[src/rtl/medfilt_pkg.sv]
// Shared definitions for the median-filter pipeline: image geometry,
// pixel width, UART bit timing helper and the UART transmitter state encoding.
package medfilt_pkg;

   localparam int IMG_COLS = 512;
   localparam int IMG_ROWS = 512;
   localparam int PIX_W    = 8;

   // Transmitter states; encoding is fixed so the state can be probed directly.
   typedef enum logic [1:0] {
      TX_IDLE  = 2'd0,
      TX_START = 2'd1,
      TX_DATA  = 2'd2,
      TX_STOP  = 2'd3
   } tx_state_t;

   // Clock cycles per UART bit (integer divide, truncating).
   function automatic int clks_per_bit(input int freq, input int baud);
      return freq / baud;
   endfunction

endpackage

[src/rtl/pix_fifo.sv]
// Single-clock pixel FIFO. Pointers carry one extra wrap bit so full and empty
// are told apart without a separate occupancy counter. flush empties the FIFO
// and takes priority over any write or read in the same cycle.
module pix_fifo #(
   parameter int DEPTH = 16,
   parameter int WIDTH = 8
) (
   input  logic             clk,
   input  logic             rst,
   input  logic             flush,
   input  logic             wr_en,
   input  logic [WIDTH-1:0] wr_data,
   input  logic             rd_en,
   output logic [WIDTH-1:0] rd_data,
   output logic             full,
   output logic             empty
);

   localparam int AW = $clog2(DEPTH);

   logic [WIDTH-1:0] mem [DEPTH];
   logic [AW:0]      wr_ptr;
   logic [AW:0]      rd_ptr;
   logic             do_wr;
   logic             do_rd;

   assign empty   = (wr_ptr == rd_ptr);
   assign full    = (wr_ptr[AW] != rd_ptr[AW]) && (wr_ptr[AW-1:0] == rd_ptr[AW-1:0]);
   assign rd_data = mem[rd_ptr[AW-1:0]];
   assign do_wr   = wr_en && !full && !flush;
   assign do_rd   = rd_en && !empty && !flush;

   // Pointer update: flush resets both, otherwise advance on accepted accesses.
   always_ff @(posedge clk or posedge rst) begin
      if (rst) begin
         wr_ptr <= '0;
         rd_ptr <= '0;
      end else if (flush) begin
         wr_ptr <= '0;
         rd_ptr <= '0;
      end else begin
         if (do_wr) wr_ptr <= wr_ptr + 1'b1;
         if (do_rd) rd_ptr <= rd_ptr + 1'b1;
      end
   end

   // Storage array; contents need no reset since the pointers define validity.
   always_ff @(posedge clk) begin
      if (do_wr) mem[wr_ptr[AW-1:0]] <= wr_data;
   end

endmodule

[src/rtl/medfilt_uart_tx.sv]
// UART 8N1 sink for the median-filter output stream. Pixels are buffered in a
// small FIFO and sent LSB first. The line output is registered one cycle behind
// the FSM state, so a byte's stop bit ends on the wire at the same edge that
// pix_sent counts it and busy drops.
module medfilt_uart_tx
   import medfilt_pkg::*;
#(
   parameter int CLK_FREQ   = 50000000,
   parameter int BAUD       = 115200,
   parameter int FIFO_DEPTH = 16,
   parameter int PIX_COUNT  = IMG_COLS * IMG_ROWS
) (
   input  logic             CLK,
   input  logic             RST,
   input  logic             pix_valid,
   input  logic [PIX_W-1:0] pix_data,
   input  logic             clear,
   output logic             uart_txd,
   output logic             busy,
   output logic             frame_done,
   output logic             overflow,
   output logic [17:0]      pix_sent
);

   localparam int              CLKS_PER_BIT = clks_per_bit(CLK_FREQ, BAUD);
   localparam int              CNT_W        = (CLKS_PER_BIT > 1) ? $clog2(CLKS_PER_BIT) : 1;
   localparam logic [CNT_W-1:0] CNT_LAST    = CNT_W'(CLKS_PER_BIT - 1);
   localparam logic [17:0]     SENT_LAST    = 18'(PIX_COUNT - 1);

   tx_state_t        state;
   logic [CNT_W-1:0] baud_cnt;
   logic [2:0]       bit_idx;
   logic [PIX_W-1:0] shift_reg;
   logic             byte_done_p1;
   logic             skip_count;

   logic             fifo_full;
   logic             fifo_empty;
   logic [PIX_W-1:0] fifo_rd_data;
   logic             baud_last;
   logic             tx_pop;

   assign baud_last = (baud_cnt == CNT_LAST);
   // A byte is taken from the FIFO when idle, or at the last stop-bit cycle so
   // consecutive bytes run with no idle gap. clear suppresses the pop.
   assign tx_pop    = !fifo_empty && !clear &&
                      ((state == TX_IDLE) || ((state == TX_STOP) && baud_last));

   pix_fifo #(
      .DEPTH (FIFO_DEPTH),
      .WIDTH (PIX_W)
   ) u_fifo (
      .clk     (CLK),
      .rst     (RST),
      .flush   (clear),
      .wr_en   (pix_valid && !clear),
      .wr_data (pix_data),
      .rd_en   (tx_pop),
      .rd_data (fifo_rd_data),
      .full    (fifo_full),
      .empty   (fifo_empty)
   );

   // Transmit FSM with baud/bit counters and the registered serial line.
   always_ff @(posedge CLK or posedge RST) begin
      if (RST) begin
         state        <= TX_IDLE;
         baud_cnt     <= '0;
         bit_idx      <= '0;
         uart_txd     <= 1'b1;
         byte_done_p1 <= 1'b0;
      end else begin
         byte_done_p1 <= 1'b0;
         case (state)
            TX_START: uart_txd <= 1'b0;
            TX_DATA:  uart_txd <= shift_reg[0];
            default:  uart_txd <= 1'b1;
         endcase
         case (state)
            TX_IDLE: begin
               baud_cnt <= '0;
               bit_idx  <= '0;
               if (tx_pop) state <= TX_START;
            end
            TX_START: begin
               if (baud_last) begin
                  baud_cnt <= '0;
                  bit_idx  <= '0;
                  state    <= TX_DATA;
               end else begin
                  baud_cnt <= baud_cnt + 1'b1;
               end
            end
            TX_DATA: begin
               if (baud_last) begin
                  baud_cnt <= '0;
                  if (bit_idx == 3'd7) state <= TX_STOP;
                  else                 bit_idx <= bit_idx + 1'b1;
               end else begin
                  baud_cnt <= baud_cnt + 1'b1;
               end
            end
            TX_STOP: begin
               if (baud_last) begin
                  baud_cnt     <= '0;
                  byte_done_p1 <= 1'b1;
                  state        <= tx_pop ? TX_START : TX_IDLE;
               end else begin
                  baud_cnt <= baud_cnt + 1'b1;
               end
            end
            default: state <= TX_IDLE;
         endcase
      end
   end

   // Shift register: load on pop, shift right at each data-bit boundary.
   always_ff @(posedge CLK) begin
      if (tx_pop)                              shift_reg <= fifo_rd_data;
      else if ((state == TX_DATA) && baud_last) shift_reg <= {1'b0, shift_reg[PIX_W-1:1]};
   end

   // Status: byte/frame counting, sticky overflow and busy. A clear while a
   // byte is in flight marks that byte so its completion is not counted.
   always_ff @(posedge CLK or posedge RST) begin
      if (RST) begin
         pix_sent   <= '0;
         frame_done <= 1'b0;
         overflow   <= 1'b0;
         skip_count <= 1'b0;
         busy       <= 1'b0;
      end else begin
         busy       <= !fifo_empty || (state != TX_IDLE);
         frame_done <= 1'b0;
         if (clear) begin
            pix_sent   <= '0;
            overflow   <= 1'b0;
            skip_count <= (state != TX_IDLE);
         end else begin
            if (pix_valid && fifo_full) overflow <= 1'b1;
            if (byte_done_p1) begin
               if (skip_count) begin
                  skip_count <= 1'b0;
               end else if (pix_sent == SENT_LAST) begin
                  pix_sent   <= '0;
                  frame_done <= 1'b1;
               end else begin
                  pix_sent <= pix_sent + 1'b1;
               end
            end
         end
      end
   end

endmodule
[config.mk]
export PLATFORM = sky130hd
export DESIGN_NAME = medfilt_uart_tx
export DESIGN_NICKNAME = d
export VERILOG_FILES = /design/src/rtl/medfilt_pkg.sv /design/src/rtl/pix_fifo.sv /design/src/rtl/medfilt_uart_tx.sv
export SDC_FILE = /design/constraint.sdc
export NUM_CORES = 1
export LEC_CHECK = 0
export CAP_MARGIN = 30
export CORE_UTILIZATION = 55
export CTS_BUF_LIST = sky130_fd_sc_hd__clkbuf_4 sky130_fd_sc_hd__clkbuf_8 sky130_fd_sc_hd__clkbuf_16
export DETAILED_ROUTE_END_ITERATION = 10
export GPL_TIMING_DRIVEN = 0
export PLACE_DENSITY = 0.73
export SYNTH_ARGS = -nofsm -noshare
export SYNTH_HDL_FRONTEND = slang
export SYNTH_SLANG_ARGS = --single-unit
[constraint.sdc]
create_clock -name CLK -period 2.7 [get_ports CLK]
set_clock_uncertainty 0.15 [all_clocks]
set_input_delay 0.81 -clock CLK [delete_from_list [all_inputs] [get_ports CLK]]
set_output_delay 0.81 -clock CLK [all_outputs]
set_load 0.01 [all_outputs]
==> impl_metrics.toml, run 1 <==
[status]
status = "finished, final reports clean"

[die]
start_util = 0.566
num_rows = 43
dieArea_sq_mm = 0.0148
fp.dieH_um = 122
ios = 34
die_w_um = 122
core-area_sq_mm = 0.0139

[run]
max-cap-violations = 0

[detailed_routing]
ant_nets = 0
post_drt_wl_per_cell_um = 20.6
via_count = 4597
drtIter0Drc = 354
routed_via_density = 5.92
routed_wl_um = 16000
drc_errors = 0
drt_pass1_iterations = 4

[logic_synthesis]
synth_nets = 552
avgSynthCellArea_sq_um = 15.0
synth_edf_count = 136
synth_commonest_cells = "edfxtp_1 (136), nor2_1 (68), dfrtp_1 (47)"
syn-instance-count = 526
synth_area_sq_mm = 0.00788
synthArstFlopShare = 0.261
ys.flop_type = "edfxtp_1"
yosysWarnings = 0
yosys.area.top_type = "edfxtp_1"
ys_seq_elements = 184
synth_top_cells_by_area = "edfxtp_1 (52%), dfrtp_1 (15%), mux4_2 (7.1%)"
synth.most_common_cell = "edfxtp_1"
synth.distinct_cells = 49
yosysSeqAreaShare = 0.671
synth.top_cell.area_share = 0.518

[sta]
timing.fmax_mhz = 371
relSlewSlack = 0.453
grt_setup_unrepaired = "true"
worst_pin_slew_ns = 0.817
period_share = 0.998
final_hold_viol_count = 0
tns_ns = 0
min_period_ns = 2.69
setup_viol = 0
final_max_slew_viol_count = 0

[power]
power.density_mw_per_mm2 = 606
p_leak_nw = 3.19
finalPower_mw = 5.52
max-vdd-ir-drop_uv = 532

[clock_tree]
numCtsBuffers = 17
cts.sinks = 184
clk_latency_ns = 0.43
cts_tree = "yes"
clk_pin_slew_ns = 0.07
cts_root_buf = "clkbuf_16"
ctsHoldBuffers = 0
htreeDepth = 4
clock_path_buffers = 2

[grt]
grt_pass1_vias = 4689
antenna_found_initial = 0
grt_pass1_wl_um = 25300
gr-total-overflow = 0
grt_max_degree = 37
grt_usage = 0.240

[placement]
io_buffers = 33
dp_hpwl_um = 10600
place_area_sq_mm = 0.00850
gp_congestion = 0.846

[cells_and_area]
layout-drive-gt1-share = 0.181
num-nets-final = 611
fin_area_sq_mm = 0.00912
insertedDiodeCount = 0
area_delta_synth_final_pct = 15.8
largest_register_ffs = 128

[setup_path]
critical_path_class = "in -> reg"
cp_slowest_stage_delay_ns = 0.60
crit_path_end_kind = "flop"
cp.required_ns = 2.69
crit_family = "buffers and inverters"
crit_buf_inv = 3
start_kind = "primary input"
rrSetupSlack_ns = 0.07
critPathSlowestCell = "clkdlybuf4s50_1"
critical_path_arrival_ns = 2.68
cp_cell_sequence = "clkdlybuf4s50_1, o21ai_2, or2_2, buf_2, nor3_2, buf_4"
cp_max_fo = 6

[hold_path]
min_path_type = "reg -> reg"
[path summary, 6_finish.rpt]
path,startpoint,endpoint,depth (start not counted)
max,pix_valid,u_fifo.mem[1][0]$_DFFE_PP_,6
min,shift_reg[0]$_DFFE_PP_,uart_txd$_DFF_PP1_,1
max reg2reg,u_fifo.wr_ptr[3]$_DFFE_PP0P_,u_fifo.mem[1][0]$_DFFE_PP_,8
min reg2reg,shift_reg[0]$_DFFE_PP_,uart_txd$_DFF_PP1_,1
max in group asynchronous,RST,u_fifo.wr_ptr[0]$_DFFE_PP0P_,3
min in group asynchronous,RST,baud_cnt[5]$_DFF_PP0_,2
[where the power goes]
| group | switching (mW) | internal, mW | leakage (nW) |
|---|---|---|---|
| logic | 0.113 | 0.0470 | 1.10 |
| registers | 0.00836 | 3.06 | 1.84 |
| clock network | 1.10 | 1.20 | 0.260 |
[worst register-to-register path, cell delays in order, from the launching register on]
cell	delay (ns)
dfrtp_1	0.35
buf_2	0.21
xnor2_1	0.17
nand4_2	0.21
o21ai_2	0.16
or2_2	0.31
buf_2	0.21
nor3_2	0.34
buf_4	0.24
[final cells by class]
| type | count | area (sq um) |
|---|---|---|
| Inverter | 8 | 30.0 |
| Fill cell | 958 | 4810 |
| Clock buffer | 17 | 425 |
| Multi-Input combinational cell | 312 | 2520 |
| Tap cell | 180 | 225 |
| Clock inverter | 14 | 118 |
| Timing Repair Buffer | 40 | 395 |
| Buffer | 22 | 119 |
| Sequential cell | 184 | 5290 |
[stage by stage]
stage          utilization  setup WS [ns]  instances  hold WS (ns)
6_report             0.655        0.00551        777         0.312
2_1_floorplan            -          0.163        526         0.281
3_3_place_gp         0.605         -0.912        739         0.298
4_1_cts              0.652         -0.108        777         0.322
3_5_place_dp         0.610         -0.742        746         0.310
5_1_grt              0.655        -0.0643        777         0.356
[layer usage]
metal	GRT usage	wire length [um]	share of wire	vias to the layer above
met4	0.0918	344	0.021	0
met2	0.407	8300	0.52	159
met1	0.302	6560	0.41	2317
met3	0.0557	807	0.050	26
li1	-	-	-	2095
met5	0	0	0	-
[cell usage in the layout, fill, tap and decap left out, drive strengths merged, types with 4 or more instances in the layout]
cell,synthesis,routed
or3,4,4
clkinv,1,5
nor2b,10,10
o211ai,5,5
nand4,8,8
mux4,25,25
nor2,68,68
inv,7,14
mux2,5,5
nor3,10,10
xnor2,14,14
and3,8,8
edfxtp,136,136
dfrtp,47,47
a221oi,7,7
o21ai,8,8
a21oi,23,23
ha,14,14
mux2i,27,27
nand3,10,10
buf,16,23
nand2,27,27
clkbuf,6,23
clkdlybuf4s50,0,33
xor2,15,15
[kinds of logic after synthesis]
family / synth area share
DFF: 0.671
and+or+nand+nor: 0.0948
xor gates and xnor gates: 0.0322
adders and majority gates: 0.0222
muxes: 0.113
AOI/OAI and AO/OA: 0.0481
buffers and inverters: 0.0189
[what timing repair did]
| item | in CTS | in global routing |
|---|---|---|
| gates cloned | 0 | 0 |
| setup buffers | 0 | 0 |
| setup endpoints to repair | 81 | 67 |
| gates resized for setup | 11 | 8 |
Power figures use the tool's default switching activity.
==> inputs of run 2 (changes only) <==
- GPL_ROUTABILITY_DRIVEN: default -> 0
==> results of run 2 <==
Same layout as run 1: the final DEF is identical, and so are final timing and power.
